### config.mk
export PLATFORM = sky130hd
export DESIGN_NAME = ode_integrator_bank
export DESIGN_NICKNAME = d
export VERILOG_FILES = /design/src/rtl/ode_integrator_bank.sv
export SDC_FILE = /design/constraint.sdc
export NUM_CORES = 1
export LEC_CHECK = 0
export ABC_CLOCK_PERIOD_IN_PS = 9700
export CAP_MARGIN = 20
export CORE_MARGIN = 4
export CORE_UTILIZATION = 55
export CTS_CLUSTER_DIAMETER = 100
export DETAILED_ROUTE_END_ITERATION = 8
export PLACE_DENSITY = 0.76
export RECOVER_POWER = 100
export SLEW_MARGIN = 20
export SYNTH_ARGS = -nofsm -noshare
export SYNTH_HDL_FRONTEND = slang
export SYNTH_SLANG_ARGS = --single-unit
### constraint.sdc
create_clock -name clk -period 9.7 [get_ports clk]
set_input_delay 0.97 -clock clk [delete_from_list [all_inputs] [get_ports clk]]
set_output_delay 0.97 -clock clk [all_outputs]
set_load 0.02 [all_outputs]
### src/rtl/ode_integrator_bank.sv
// Time-multiplexed bank of fixed-point integrators: one shared Euler/trapezoid
// datapath updates CHANNELS saturating state registers, one dy sample per cycle.
module ode_integrator_bank #(
    parameter int WIDTH    = 18,
    parameter int CHANNELS = 4,
    parameter int CH_BITS  = 2,
    parameter int DELTA    = 7
) (
    input  logic                clk,
    input  logic                master_rst,
    input  logic                mode,
    input  logic                ic_load,
    input  logic [CH_BITS-1:0]  ic_ch,
    input  logic [WIDTH-1:0]    ic_value,
    input  logic                in_valid,
    output logic                in_ready,
    input  logic [CH_BITS-1:0]  in_ch,
    input  logic [WIDTH-1:0]    in_dy,
    output logic                out_valid,
    output logic [CH_BITS-1:0]  out_ch,
    output logic [WIDTH-1:0]    out_y,
    output logic [CHANNELS-1:0] sat_flags
);

    // Handshake: a sample transfers on a rising edge where in_valid and
    // in_ready are both high; in_ready is low during reset and IC loads.

    localparam int EW    = WIDTH + 2;
    localparam int IDX_W = (CHANNELS > 1) ? $clog2(CHANNELS) : 1;
    localparam logic [CH_BITS:0]       CH_LIMIT = (CH_BITS + 1)'(CHANNELS);
    localparam logic signed [EW-1:0]   Y_MAX    = {3'b000, {(WIDTH-1){1'b1}}};
    localparam logic signed [EW-1:0]   Y_MIN    = {3'b111, {(WIDTH-1){1'b0}}};

    logic [WIDTH-1:0]    y_q       [CHANNELS];
    logic [WIDTH-1:0]    dy_prev_q [CHANNELS];
    logic [CHANNELS-1:0] sat_q;
    logic                out_valid_q;
    logic [CH_BITS-1:0]  out_ch_q;
    logic [WIDTH-1:0]    out_y_q;

    logic                in_range;
    logic                ic_in_range;
    logic                fire;
    logic [IDX_W-1:0]    in_idx;
    logic [IDX_W-1:0]    ic_idx;
    logic signed [EW-1:0] dy_ext;
    logic signed [EW-1:0] prev_ext;
    logic signed [EW-1:0] y_ext;
    logic signed [EW-1:0] inc;
    logic signed [EW-1:0] sum;
    logic [WIDTH-1:0]    y_d;
    logic                sat_d;

    assign in_ready    = ~master_rst & ~ic_load;
    assign in_range    = {1'b0, in_ch} < CH_LIMIT;
    assign ic_in_range = {1'b0, ic_ch} < CH_LIMIT;
    assign fire        = in_valid & in_ready & in_range;
    assign in_idx      = in_ch[IDX_W-1:0];
    assign ic_idx      = ic_ch[IDX_W-1:0];

    always_comb begin
        dy_ext   = {{2{in_dy[WIDTH-1]}}, in_dy};
        prev_ext = {{2{dy_prev_q[in_idx][WIDTH-1]}}, dy_prev_q[in_idx]};
        y_ext    = {{2{y_q[in_idx][WIDTH-1]}}, y_q[in_idx]};
        // Arithmetic shifts floor toward -inf, so small negative dy still moves y.
        if (mode) begin
            inc = (dy_ext + prev_ext) >>> (DELTA + 1);
        end else begin
            inc = dy_ext >>> DELTA;
        end
        sum   = y_ext + inc;
        y_d   = sum[WIDTH-1:0];
        sat_d = 1'b0;
        if (sum > Y_MAX) begin
            y_d   = Y_MAX[WIDTH-1:0];
            sat_d = 1'b1;
        end else if (sum < Y_MIN) begin
            y_d   = Y_MIN[WIDTH-1:0];
            sat_d = 1'b1;
        end
    end

    always_ff @(posedge clk) begin
        if (master_rst) begin
            for (int c = 0; c < CHANNELS; c++) begin
                y_q[c]       <= '0;
                dy_prev_q[c] <= '0;
            end
            sat_q       <= '0;
            out_valid_q <= 1'b0;
            out_ch_q    <= '0;
            out_y_q     <= '0;
        end else begin
            if (ic_load) begin
                if (ic_in_range) begin
                    y_q[ic_idx]       <= ic_value;
                    dy_prev_q[ic_idx] <= '0;
                    sat_q[ic_idx]     <= 1'b0;
                end
            end else if (fire) begin
                y_q[in_idx]       <= y_d;
                dy_prev_q[in_idx] <= in_dy;
                if (sat_d) begin
                    sat_q[in_idx] <= 1'b1;
                end
            end
            out_valid_q <= fire;
            if (fire) begin
                out_ch_q <= in_ch;
                out_y_q  <= y_d;
            end
        end
    end

    assign out_valid = out_valid_q;
    assign out_ch    = out_ch_q;
    assign out_y     = out_y_q;
    assign sat_flags = sat_q;

endmodule
Yosys cells after proc, flatten, opt, wreduce, memory -nomap -nowiden
Memories as Yosys holds them, arrays and structs flattened.
Cells that the tools add are included.
{"block": "classes", "reduce_logical": 9, "bitwise_logic": 7, "n_addsub": 2, "muxes": 33, "n_lt_le_gt_ge": 6}
{"cell": "2-to-1 mux 18 bit", "n": 6}
{"cell": "OR reduction 18 bit", "n": 4}
{"cell": "adder 18 x 20 -> 20 bit", "n": 1}
{"cell": "greater-than comparator 20 x 18 -> 1 bit (second input constant)", "n": 1}
{"cell": "< comparator 20 x 18 -> 1 bit (second input constant)", "n": 1}
{"cell": "2-to-1 mux 20 bit", "n": 1}
{"cell": "adder 18 x 18 -> 19 bit", "n": 1}
{"cell": "2-to-1 mux 1 bit", "n": 17}
{"cell": "2-to-1 mux 4 bit", "n": 3}
{"cell": "2-to-1 mux 2 bit", "n": 4}
{"cell": "< comparator 2 x 3 -> 1 bit (second input constant)", "n": 2}
{"cell": "AND 4 bit", "n": 1}
{"cell": "demux 1 bit (select 2 bit)", "n": 2}
{"cell": "greater-or-equal comparator 2 x 1 -> 1 bit (second input constant)", "n": 2}
{"cell": "NOT 4 bit", "n": 1}
{"cell": "OR 4 bit", "n": 1}
{"cell": "nonzero test 2 bit", "n": 2}
{"cell": "AND 1 bit", "n": 2}
{"cell": "logical AND 1 bit", "n": 2}
{"cell": "NOT 1 bit", "n": 2}
{"cell": "AND reduction 2 bit", "n": 1}
{"block": "word_totals", "word_cells": 63, "ramBits": 144, "reg_bits": 25, "input_bits": 45, "output_inout_bits": 26, "n_memories": 2}
{"memory": "dy_prev_q", "depth": 4, "width": 18, "read_ports": 1, "rd_ports_with_merged_regs": 0, "wr": 4, "line_no": "35", "text": "logic [WIDTH-1:0] dy_prev_q [CHANNELS];"}
{"memory": "y_q", "depth": 4, "width": 18, "read_ports": 1, "rd_ports_with_merged_regs": 0, "wr": 4, "line_no": "34", "text": "logic [WIDTH-1:0] y_q [CHANNELS];"}

Longest topological paths before layout
Gate-level depths: netlist of the first run.
An unclocked memory read counts as a cell.
{"block": "logic_depth", "word_depth": 10, "depth_mapped": 25}

Worst setup path after synthesis of the first run
OpenSTA, ideal clock, no wires.
{"block": "synth_timing", "path_type": "input-to-reg", "start": "in in_ch[0]", "end": "mem y_q[2][16] (data pin)", "path_stages": 24, "arrival_ns": 7.210, "path_buffers": 3, "slack_ns": 2.210, "cell_sequence": "buf_4 buf_1 buf_1 mux4_2 ha_1 and3_1 a221o_1 a221oi_1 a211oi_1 a31oi_1 o311ai_0 a21oi_1 xnor2_1 mux2_2 ha_1 nor2_1 or4b_2 o211ai_1 o21ai_0 a32oi_2 a211oi_1 a311o_1 a22oi_4 a21oi_1"}
{"item": "start: declaration", "line_no": "17", "text": "input logic [CH_BITS-1:0] in_ch,"}
{"item": "end: declaration", "line_no": "34"}

==> results of run 1 <==
-- worst min-delay path: stages, from the launching register on --
cell	delay (ps)
sky130_fd_sc_hd__dfxtp_1	310
sky130_fd_sc_hd__nand2_1	50
sky130_fd_sc_hd__nand2_1	40
-- registers in the layout, summed over array words and instances, names as in the netlist --
| name | count |
|---|---|
| out_valid | 1 |
| sat_flags | 4 |
| out_y | 18 |
| dy_prev_q | 72 |
| out_ch | 2 |
| y_q | 72 |
-- worst max-delay path by stage --
| stage | start | end | slack, ps | depth (start not counted) |
|---|---|---|---|---|
| floorplan | in_ch[0] | y_q[2][16]$_SDFFCE_PN0P_ | 2210 | 24 |
| global placement | in_ch[0] | y_q[0][6]$_SDFFCE_PN0P_ | 1860 | 22 |
| detailed placement | in_ch[0] | y_q[0][15]$_SDFFCE_PN0P_ | 1740 | 23 |
| CTS | in_ch[0] | y_q[0][15]$_SDFFCE_PN0P_ | 2130 | 23 |
| global route | in_ch[0] | y_q[2][5]$_SDFFCE_PN0P_ | 920 | 23 |
| finish | in_ch[0] | y_q[0][15]$_SDFFCE_PN0P_ | 1500 | 23 |
-- power breakdown --
part / internal (mW) / total (mW) / switching, mW
Sequential: 0.882 / 0.909 / 0.0279
Clock: 0.464 / 0.745 / 0.281
Combinational: 0.257 / 0.633 / 0.376
-- cell usage in the layout (no fill, tap or decap), types with 4 or more instances in the layout --
master	n
sky130_fd_sc_hd__a211o_1	7
sky130_fd_sc_hd__a211oi_1	17
sky130_fd_sc_hd__a21boi_0	4
sky130_fd_sc_hd__a21o_1	16
sky130_fd_sc_hd__a21oi_1	34
sky130_fd_sc_hd__a31oi_1	23
sky130_fd_sc_hd__and2_1	10
sky130_fd_sc_hd__buf_4	6
sky130_fd_sc_hd__bufinv_16	5
sky130_fd_sc_hd__clkbuf_1	8
sky130_fd_sc_hd__clkbuf_16	17
sky130_fd_sc_hd__clkdlybuf4s50_1	41
sky130_fd_sc_hd__clkinvlp_4	4
sky130_fd_sc_hd__dfxtp_1	25
sky130_fd_sc_hd__dlygate4sd3_1	27
sky130_fd_sc_hd__edfxtp_1	144
sky130_fd_sc_hd__ha_1	35
sky130_fd_sc_hd__inv_1	42
sky130_fd_sc_hd__mux2_2	7
sky130_fd_sc_hd__mux4_2	36
sky130_fd_sc_hd__nand2_1	66
sky130_fd_sc_hd__nand2b_1	8
sky130_fd_sc_hd__nand3_1	17
sky130_fd_sc_hd__nor2_1	117
sky130_fd_sc_hd__nor2b_1	4
sky130_fd_sc_hd__nor3_1	4
sky130_fd_sc_hd__o211ai_1	6
sky130_fd_sc_hd__o21a_1	4
sky130_fd_sc_hd__o21ai_0	20
sky130_fd_sc_hd__o22ai_1	4
sky130_fd_sc_hd__xnor2_1	17
sky130_fd_sc_hd__xor2_1	5
-- final cells by class --
| cell class | instances | share of cell area (%) |
|---|---|---|
| sequential | 169 | 45.9 |
| multi-input combinational | 519 | 36.7 |
| timing repair buffer | 80 | 7.13 |
| clock buffer | 21 | 4.29 |
| tap | 216 | 2.57 |
| clock inverter | 11 | 1.85 |
| inverter | 44 | 1.57 |
-- cells by family after synthesis --
logic type / after synthesis
simple gates: 247
buf+inv: 79
compound gates: 167
fa+ha+maj: 36
flops: 169
xor+xnor: 22
mux: 47
-- layer usage --
metal,global-route usage (%),wire length [µm],vias to the layer above
met5,0,0,-
met4,8.48,412,0
met3,4.82,1470,32
met2,43.0,11200,262
met1,33.9,9600,3176
li1,-,-,2991
==> flow_summary.html, run 1 <==
<table>
<tr><th>Metric</th><th>Value</th></tr>
<tr><th colspan="2">STA</th></tr>
<tr><td>Final setup violating endpoints</td><td>0</td></tr>
<tr><td>Actual transition at the worst max-transition pin</td><td>about 2300 ps</td></tr>
<tr><td>Final-report max-slew violation count</td><td>227</td></tr>
<tr><td>Min Clock Period, post-route</td><td>8200 ps</td></tr>
<tr><td>Final Hold Viols</td><td>0</td></tr>
<tr><td>Worst hold slack</td><td>439 ps</td></tr>
<tr><td>Post-route setup slack</td><td>1500 ps</td></tr>
<tr><td>Share of the cycle needed by the critical path after routing</td><td>84.6%</td></tr>
<tr><td>Post-Route Skew</td><td>15.6 ps</td></tr>
<tr><td>RSZ-0062 raised after global routing</td><td>no</td></tr>
<tr><td>TNS Setup</td><td>0 ps</td></tr>
<tr><td>Max_slew headroom</td><td>-53.3%</td></tr>
<tr><td>Fmax achieved</td><td>0.122 GHz</td></tr>
<tr><th colspan="2">Drt</th></tr>
<tr><td>Routed vias</td><td>around 6500</td></tr>
<tr><td>Routed vias/inst</td><td>6.10</td></tr>
<tr><td>Number of remaining DRC errors</td><td>0</td></tr>
<tr><td>Post-detailed-route wirelength per cell</td><td>21.4 µm</td></tr>
<tr><td>Number of DRC markers after the initial detailed-route iteration</td><td>600</td></tr>
<tr><td>Post-detailed-route count of antenna-violating nets</td><td>0</td></tr>
<tr><td>Drt first pass iters</td><td>8</td></tr>
<tr><td>Final wirelength</td><td>22.7 mm</td></tr>
<tr><th colspan="2">Hold path</th></tr>
<tr><td>Destination of the worst hold path</td><td>out_y[16]$_SDFFE_PP0P_</td></tr>
<tr><td>Number of cells traversed by the worst hold path</td><td>2</td></tr>
<tr><td>Hold Crit Class</td><td>flip-flop to flip-flop</td></tr>
<tr><td>Min-delay src</td><td>out_y[16]$_SDFFE_PP0P_</td></tr>
<tr><th colspan="2">Clock network</th></tr>
<tr><td>CTS clk-pin slew, worst paths</td><td>60 ps</td></tr>
<tr><td>Insertion delay of the later-clocked pin in the worst-skew pair</td><td>440 ps</td></tr>
<tr><td>TritonCTS Buffers</td><td>17</td></tr>
<tr><td>Post-CTS Hold Buffers</td><td>0</td></tr>
<tr><td>CTS root buffer</td><td>sky130_fd_sc_hd__clkbuf_16</td></tr>
<tr><td>Max H-tree Level</td><td>4</td></tr>
<tr><td>Clock tree from TritonCTS</td><td>built</td></tr>
<tr><td>Sink count of the clock tree</td><td>approximately 170</td></tr>
<tr><td>Number of buffers on the longest clock path</td><td>2</td></tr>
<tr><td>Count of instances resized after the clock tree is built</td><td>0</td></tr>
<tr><td>Post-CTS setup buffer count</td><td>0</td></tr>
<tr><th colspan="2">Run status</th></tr>
<tr><td>Violated checks</td><td>max-capacitance violations, max-slew violations</td></tr>
<tr><td>Result of the run</td><td>finished, violations left</td></tr>
<tr><th colspan="2">Synthesis</th></tr>
<tr><td>Most instantiated flip-flop cell in the synthesis netlist</td><td>sky130_fd_sc_hd__edfxtp_1</td></tr>
<tr><td>Synthesized-area fraction occupied by adder cells</td><td>roughly 5%</td></tr>
<tr><td>Share of the synthesized area in compound gates (AO/OA/AOI/OAI)</td><td>roughly 14%</td></tr>
<tr><td>Cell with the most instances after synthesis</td><td>sky130_fd_sc_hd__edfxtp_1</td></tr>
<tr><td>Simple logic cell fraction of the synthesized area</td><td>11.9%</td></tr>
<tr><td>Number of instances in the synthesized netlist</td><td>767</td></tr>
<tr><td>Synthesized Nets</td><td>848</td></tr>
<tr><td>Most instantiated cells after synthesis</td><td>144 x sky130_fd_sc_hd__edfxtp_1, 117 x sky130_fd_sc_hd__nor2_1, 65 x sky130_fd_sc_hd__nand2_1, 42 x sky130_fd_sc_hd__inv_1, 36 x sky130_fd_sc_hd__mux4_2</td></tr>
<tr><td>Fraction of registers with async set/reset</td><td>0%</td></tr>
<tr><td>Yosys Warn Count</td><td>0</td></tr>
<tr><td>Number of enable-type register cells in the synthesized netlist</td><td>between 100 and 150</td></tr>
<tr><td>Largest cells by area after synthesis</td><td>sky130_fd_sc_hd__edfxtp_1 47%, sky130_fd_sc_hd__mux4_2 8.9%, sky130_fd_sc_hd__dfxtp_1 5.5%</td></tr>
<tr><td>Area leader, netlist</td><td>sky130_fd_sc_hd__edfxtp_1</td></tr>
<tr><td>Combinational family with the most area after synthesis</td><td>compound AO/OA/AOI/OAI gates</td></tr>
<tr><td>Post-synth top area share</td><td>47.4%</td></tr>
<tr><td>Flop and latch count out of synthesis</td><td>~170</td></tr>
<tr><td>Mapped cell area</td><td>9130 µm²</td></tr>
<tr><td>Post-Synth XOR/XNOR Area</td><td>under 10%</td></tr>
<tr><td>Portion of netlist area occupied by mux cells</td><td>10.2%</td></tr>
<tr><td>Register area share after synthesis</td><td>52.9%</td></tr>
<tr><td>Average footprint of a synthesized cell</td><td>11.9 µm²</td></tr>
<tr><td>Number of distinct library cell variants in the gate-level netlist after synthesis</td><td>74</td></tr>
<tr><th colspan="2">Cells and area</th></tr>
<tr><td>Non-Filler Instances</td><td>1060</td></tr>
<tr><td>Synth-to-layout area growth</td><td>15.2%</td></tr>
<tr><td>Number of nets in the final layout</td><td>912</td></tr>
<tr><td>Share of layout cells above drive strength 1</td><td>10.8%</td></tr>
<tr><td>Final instance area</td><td>10500 µm²</td></tr>
<tr><td>Number of fill cells in the layout</td><td>1189</td></tr>
<tr><td>Area of combinational cells with multiple inputs</td><td>3860 µm²</td></tr>
<tr><td>Count of inserted antenna diode cells</td><td>0</td></tr>
<tr><td>Final core area utilization</td><td>between 60% and 70%</td></tr>
<tr><td>Flip-flop and latch area</td><td>4820 µm²</td></tr>
<tr><th colspan="2">Die</th></tr>
<tr><td>Die span in x</td><td>137 µm</td></tr>
<tr><td>Area of the core</td><td>16100 µm²</td></tr>
<tr><td>Number of I/O pins</td><td>71</td></tr>
<tr><td>Chip height</td><td>between 100 and 150 µm</td></tr>
<tr><td>Number of placement rows</td><td>46</td></tr>
<tr><td>Area of the die</td><td>18700 µm²</td></tr>
<tr><td>Initial core utilization</td><td>56.8%</td></tr>
<tr><th colspan="2">Power and ir drop</th></tr>
<tr><td>Worst vdd rail ir drop</td><td>0.145 mV</td></tr>
<tr><td>Power per cell area</td><td>around 220 nW/µm²</td></tr>
<tr><td>Leakage</td><td>4.12 nW</td></tr>
<tr><td>Power, Total</td><td>2.29 mW</td></tr>
<tr><th colspan="2">GRT</th></tr>
<tr><td>Total track usage</td><td>25.7%</td></tr>
<tr><td>Wire length of the first global-routing pass</td><td>35.7 mm</td></tr>
<tr><td>Maximum number of pins on one net before global-route repair</td><td>38</td></tr>
<tr><td>Via count of the first global-routing pass</td><td>between 6000 and 7000</td></tr>
<tr><td>Antenna violations before repair</td><td>0</td></tr>
<tr><td>Aggregate global routing overflow</td><td>0</td></tr>
<tr><th colspan="2">Placement</th></tr>
<tr><td>Last weighted congestion value of the routability-driven placer</td><td>0.944</td></tr>
<tr><td>Number of input and output port buffers inserted</td><td>70</td></tr>
<tr><td>Cell Area, Placed</td><td>10000 µm²</td></tr>
<tr><td>Post-detailed-placement half-perimeter wirelength</td><td>15.0 mm</td></tr>
<tr><td>Cell count after placement</td><td>1028</td></tr>
<tr><td>Placement Setup Slack</td><td>between 1500 and 2000 ps</td></tr>
<tr><th colspan="2">Worst setup path</th></tr>
<tr><td>Maximum cell stage delay along the critical path</td><td>650 ps</td></tr>
<tr><td>Arrival time at the worst endpoint</td><td>8430 ps</td></tr>
<tr><td>Sequence of cells on the critical path</td><td>clkbuf_1 &gt; buf_4 &gt; mux4_2 &gt; ha_1 &gt; o21a_1 &gt; o21ai_0 &gt; a211oi_1 &gt; a31oi_1 &gt; o311ai_0 &gt; a21oi_1 &gt; xnor2_1 &gt; mux2_1 &gt; ha_1 &gt; nor2_1 &gt; or4b_2 &gt; o211ai_1 &gt; o21ai_0 &gt; a32oi_1 &gt; o22ai_1 &gt; o21ai_4 &gt; buf_4 &gt; nand2_1 &gt; a31oi_1</td></tr>
<tr><td>Element type at the critical path start</td><td>primary input</td></tr>
<tr><td>Worst-case reg-to-reg path depth</td><td>22</td></tr>
<tr><td>Req. time, crit path</td><td>a little under 10000 ps</td></tr>
<tr><td>Gate family responsible for the most delay along the worst path</td><td>compound AO/OA/AOI/OAI gates</td></tr>
<tr><td>Worst Setup Path Type</td><td>primary input to flip-flop</td></tr>
<tr><td>R2R Path End</td><td>y_q[0][15]$_SDFFCE_PN0P_</td></tr>
<tr><td>Worst path slowest cell</td><td>sky130_fd_sc_hd__or4b_2</td></tr>
<tr><td>Critical path peak fanout</td><td>28</td></tr>
<tr><td>Origin of the critical flop-to-flop path</td><td>dy_prev_q[3][2]$_DFFE_PP_</td></tr>
<tr><td>Reg-to-reg slack, setup</td><td>2600 ps</td></tr>
<tr><td>Capturing element type of the critical path</td><td>flip-flop</td></tr>
<tr><td>Count of buffer and inverter cells on the critical path</td><td>3</td></tr>
<tr><th colspan="2">Run</th></tr>
<tr><td>Number of max-cap violations</td><td>7</td></tr>
</table>
(Power assumes the default switching activity.)
==> run 2: changes to the inputs <==
--- a/config.mk
+++ b/config.mk
@@ -5,10 +5,10 @@
 export SDC_FILE = /design/constraint.sdc
 export NUM_CORES = 1
 export LEC_CHECK = 0
-export ABC_CLOCK_PERIOD_IN_PS = 9700
+export ABC_CLOCK_PERIOD_IN_PS = 7000
 export CAP_MARGIN = 20
 export CORE_MARGIN = 4
-export CORE_UTILIZATION = 55
+export CORE_UTILIZATION = 53
 export CTS_CLUSTER_DIAMETER = 100
 export DETAILED_ROUTE_END_ITERATION = 8
 export PLACE_DENSITY = 0.76
==> constraint.sdc (replaced) <==
create_clock -name clk -period 7 [get_ports clk]
set_input_delay 0.7 -clock clk [delete_from_list [all_inputs] [get_ports clk]]
set_output_delay 0.7 -clock clk [all_outputs]
set_load 0.02 [all_outputs]
==> run 2 against run 1 <==
Net effect:
- the flow still finishes with violations (max-capacitance violations, max-slew violations)
- clock power grew 40%
- register-to-register slack lost 1900 ps
- cell count grew 1.5%
- first-iteration DRC count is 1.8% lower
- routed wire length increased by 0.62%
- die area is 3.5% higher
- hold slack better by 1.8 ps
- critical path type unchanged
- critical endpoint is now y_q[0][12]$_SDFFCE_PN0P_
- largest cell class unchanged
- largest power group unchanged
- highest routed layer unchanged
==> flow_summary.html, run 2 (synthesis results as in run 1) <==
<table>
<tr><th>Metric</th><th>Value</th></tr>
<tr><th colspan="2">Cells and area</th></tr>
<tr><td>Number of fill cells in the layout</td><td>1292 (was 1189)</td></tr>
<tr><td>Flip-flop and latch area</td><td>4820 µm² (unchanged)</td></tr>
<tr><td>Number of nets in the final layout</td><td>924 (was 912)</td></tr>
<tr><td>Share of layout cells above drive strength 1</td><td>13.3% (was 10.8%)</td></tr>
<tr><td>Most frequent standard cell in the layout excluding fill and tap cells</td><td>sky130_fd_sc_hd__edfxtp_1 (unchanged)</td></tr>
<tr><td>Area of combinational cells with multiple inputs</td><td>3950 µm² (was 3860 µm²)</td></tr>
<tr><td>Synth-to-layout area growth</td><td>17.2% (was 15.2%)</td></tr>
<tr><td>Final instance area</td><td>10700 µm² (was 10500 µm²)</td></tr>
<tr><td>Count of inserted antenna diode cells</td><td>0 (unchanged)</td></tr>
<tr><td>Final core area utilization</td><td>64.1% (was 65.5%)</td></tr>
<tr><td>Commonest non-fill, non-tap cells in the layout</td><td>144 x sky130_fd_sc_hd__edfxtp_1, 116 x sky130_fd_sc_hd__nor2_1, 65 x sky130_fd_sc_hd__nand2_1 (was 144 x sky130_fd_sc_hd__edfxtp_1, 117 x sky130_fd_sc_hd__nor2_1, 66 x sky130_fd_sc_hd__nand2_1)</td></tr>
<tr><th colspan="2">Placement</th></tr>
<tr><td>Number of input and output port buffers inserted</td><td>70 (unchanged)</td></tr>
<tr><td>Cell Area, Placed</td><td>10100 µm² (was 10000 µm²)</td></tr>
<tr><td>Post-detailed-placement half-perimeter wirelength</td><td>15.4 mm (was 15.0 mm)</td></tr>
<tr><td>Last weighted congestion value of the routability-driven placer</td><td>0.965 (was 0.944)</td></tr>
<tr><td>Placement Setup Slack</td><td>-41.2 ps (was 1740 ps)</td></tr>
<tr><th colspan="2">GRT</th></tr>
<tr><td>Global-route met2 utilization</td><td>42.0% (was 43.0%)</td></tr>
<tr><td>Met1 usage in global routing</td><td>32.3% (was 33.9%)</td></tr>
<tr><td>Global routing met3 resource utilization</td><td>4.56% (was 4.82%)</td></tr>
<tr><td>Aggregate global routing overflow</td><td>0 (unchanged)</td></tr>
<tr><td>Maximum number of pins on one net before global-route repair</td><td>38 (unchanged)</td></tr>
<tr><td>Wire length of the first global-routing pass</td><td>36.7 mm (was 35.7 mm)</td></tr>
<tr><td>Antenna violations before repair</td><td>0 (unchanged)</td></tr>
<tr><td>Total track usage</td><td>24.4% (was 25.7%)</td></tr>
<tr><td>Via count of the first global-routing pass</td><td>6805 (was 6608)</td></tr>
<tr><td>GRT Max-Usage Layer</td><td>met2 (unchanged)</td></tr>
<tr><th colspan="2">Run</th></tr>
<tr><td>Number of max-cap violations</td><td>4 (was 7)</td></tr>
<tr><th colspan="2">Clock network</th></tr>
<tr><td>Count of instances resized after the clock tree is built</td><td>0 (unchanged)</td></tr>
<tr><td>TritonCTS Buffers</td><td>17 (unchanged)</td></tr>
<tr><td>Post-CTS Hold Buffers</td><td>0 (unchanged)</td></tr>
<tr><td>Clock tree from TritonCTS</td><td>built (unchanged)</td></tr>
<tr><td>Sink count of the clock tree</td><td>169 (unchanged)</td></tr>
<tr><td>Post-CTS setup buffer count</td><td>0 (unchanged)</td></tr>
<tr><td>Number of buffers on the longest clock path</td><td>2 (unchanged)</td></tr>
<tr><td>CTS clk-pin slew, worst paths</td><td>60 ps (about the same)</td></tr>
<tr><td>Max H-tree Level</td><td>4 (unchanged)</td></tr>
<tr><td>CTS root buffer</td><td>sky130_fd_sc_hd__clkbuf_16 (unchanged)</td></tr>
<tr><td>Insertion delay of the later-clocked pin in the worst-skew pair</td><td>430 ps (was 440 ps)</td></tr>
<tr><th colspan="2">Drt</th></tr>
<tr><td>Post-detailed-route count of antenna-violating nets</td><td>0 (unchanged)</td></tr>
<tr><td>Drt first pass iters</td><td>5 (was 8)</td></tr>
<tr><td>Number of remaining DRC errors</td><td>0 (unchanged)</td></tr>
<tr><td>Final wirelength</td><td>22.9 mm (was 22.7 mm)</td></tr>
<tr><td>Routed vias/inst</td><td>6.07 (was 6.10)</td></tr>
<tr><td>Routed vias</td><td>6531 (was 6461)</td></tr>
<tr><td>Number of DRC markers after the initial detailed-route iteration</td><td>589 (was 600)</td></tr>
<tr><td>Post-detailed-route wirelength per cell</td><td>21.2 µm (was 21.4 µm)</td></tr>
<tr><th colspan="2">Die</th></tr>
<tr><td>Area of the core</td><td>16700 µm² (was 16100 µm²)</td></tr>
<tr><td>Number of placement rows</td><td>47 (was 46)</td></tr>
<tr><td>Chip height</td><td>139 µm (was 137 µm)</td></tr>
<tr><td>Number of I/O pins</td><td>71 (unchanged)</td></tr>
<tr><td>Initial core utilization</td><td>54.6% (was 56.8%)</td></tr>
<tr><td>Die span in x</td><td>139 µm (was 137 µm)</td></tr>
<tr><td>Area of the die</td><td>19400 µm² (was 18700 µm²)</td></tr>
<tr><th colspan="2">Run status</th></tr>
<tr><td>Result of the run</td><td>finished, violations left (unchanged)</td></tr>
<tr><td>Violated checks</td><td>max-capacitance violations, max-slew violations (unchanged)</td></tr>
<tr><th colspan="2">Worst setup path</th></tr>
<tr><td>Worst Setup Path Type</td><td>primary input to flip-flop (unchanged)</td></tr>
<tr><td>Capturing element type of the critical path</td><td>flip-flop (unchanged)</td></tr>
<tr><td>Req. time, crit path</td><td>7120 ps (was 9930 ps)</td></tr>
<tr><td>Element type at the critical path start</td><td>primary input (unchanged)</td></tr>
<tr><td>Critical path peak fanout</td><td>8 (was 28)</td></tr>
<tr><td>Worst path slowest cell</td><td>sky130_fd_sc_hd__mux4_2 (was sky130_fd_sc_hd__or4b_2)</td></tr>
<tr><td>Arrival time at the worst endpoint</td><td>6610 ps (was 8430 ps)</td></tr>
<tr><td>Maximum cell stage delay along the critical path</td><td>520 ps (was 650 ps)</td></tr>
<tr><td>Sequence of cells on the critical path</td><td>buf_2 &gt; mux4_2 &gt; ha_1 &gt; and3_1 &gt; a221o_1 &gt; a221oi_1 &gt; a211oi_1 &gt; a31oi_1 &gt; o21bai_1 &gt; a21oi_1 &gt; xnor2_1 &gt; mux2_2 &gt; ha_1 &gt; o21ai_0 &gt; a31oi_1 &gt; o211ai_1 &gt; a211oi_1 &gt; a32oi_2 &gt; o22ai_1 &gt; o21ai_4 &gt; clkbuf_1 &gt; a211oi_4 &gt; nor2_1 (was clkbuf_1 &gt; buf_4 &gt; mux4_2 &gt; ha_1 &gt; o21a_1 &gt; o21ai_0 &gt; a211oi_1 &gt; a31oi_1 &gt; o311ai_0 &gt; a21oi_1 &gt; xnor2_1 &gt; mux2_1 &gt; ha_1 &gt; nor2_1 &gt; or4b_2 &gt; o211ai_1 &gt; o21ai_0 &gt; a32oi_1 &gt; o22ai_1 &gt; o21ai_4 &gt; buf_4 &gt; nand2_1 &gt; a31oi_1)</td></tr>
<tr><th colspan="2">STA</th></tr>
<tr><td>TNS Setup</td><td>0 ps (unchanged)</td></tr>
<tr><td>Final Hold Viols</td><td>0 (unchanged)</td></tr>
<tr><td>Final setup violating endpoints</td><td>0 (unchanged)</td></tr>
<tr><td>Final-report max-slew violation count</td><td>149 (was 227)</td></tr>
<tr><td>RSZ-0062 raised after global routing</td><td>no (unchanged)</td></tr>
<tr><td>Fmax achieved</td><td>~0.15 GHz</td></tr>
<tr><td>Post-Route Skew</td><td>9.02 ps (was 15.6 ps)</td></tr>
<tr><td>Min Clock Period, post-route</td><td>6490 ps</td></tr>
<tr><td>Actual transition at the worst max-transition pin</td><td>2720 ps (was 2300 ps)</td></tr>
<tr><td>Share of the cycle needed by the critical path after routing</td><td>between 90 and 100%</td></tr>
<tr><td>Max_slew headroom</td><td>-81.4% (was -53.3%)</td></tr>
<tr><td>Post-route setup slack</td><td>508 ps (was 1500 ps)</td></tr>
<tr><th colspan="2">Power and ir drop</th></tr>
<tr><td>Power per cell area</td><td>299 nW/µm² (was 218 nW/µm²)</td></tr>
<tr><td>Worst vdd rail ir drop</td><td>0.188 mV (was 0.145 mV)</td></tr>
<tr><td>Leakage</td><td>4.22 nW (was 4.12 nW)</td></tr>
<tr><td>Power, Total</td><td>3.20 mW (was 2.29 mW)</td></tr>
<tr><th colspan="2">Hold path</th></tr>
<tr><td>Hold Crit Class</td><td>flip-flop to flip-flop (unchanged)</td></tr>
</table>
run 2: cell count changes in the layout (fill, tap and decap cells not counted), sizes merged:
cell	delta
inv	+2
clkinv	+2
clkinvlp	-1
buf	+11
clkbuf	-2
run 2: layout make-up:
type / count / area share (%)
sequential: 169 / 45.1
multi-input combinational: 519 / 36.9
timing repair buffer: 92 / 7.79
clock buffer: 18 / 4.01
tap: 220 / 2.57
clock inverter: 14 / 2.06
inverter: 44 / 1.54
run 2: stage by stage:
stage	hold WS, ps	cells
floorplan	521	767
global placement	432	1044
detailed placement	442	1044
CTS	452	1076
global route	466	1076
finish	440	1076
run 2: worst paths after layout:
kind / to / slack, ps / from / cells after the start
max: y_q[0][12]$_SDFFCE_PN0P_ / 510 / in_ch[0] / 23
min: out_y[16]$_SDFFE_PP0P_ / 440 / out_y[16]$_SDFFE_PP0P_ / 2
max reg2reg: y_q[0][12]$_SDFFCE_PN0P_ / 700 / dy_prev_q[3][2]$_DFFE_PP_ / 22
min reg2reg: out_y[16]$_SDFFE_PP0P_ / 440 / out_y[16]$_SDFFE_PP0P_ / 2
run 2: worst max-delay path: cells and delay by family:
family / cells / cell delay [ps]
compound gates: 14 / 3650
mux: 2 / 830
fa+ha+maj: 2 / 640
buf+inv: 2 / 480
simple gates: 2 / 260
xor+xnor: 1 / 80
run 2: report_power, final:
group | internal, mW | switching [mW] | leakage [nW]
Sequential | 1.22 | 0.0380 | 1.66
Clock | 0.637 | 0.399 | 0.305
Combinational | 0.376 | 0.533 | 2.26
Total | 2.23 | 0.969 | 4.22
run 2: routing by layer:
metal / up-vias / share of wire [%]
met3: 26 / 5.6
met1: 3255 / 42
met2: 231 / 51
met4: 0 / 1.4
met5: - / 0
li1: 3019 / -
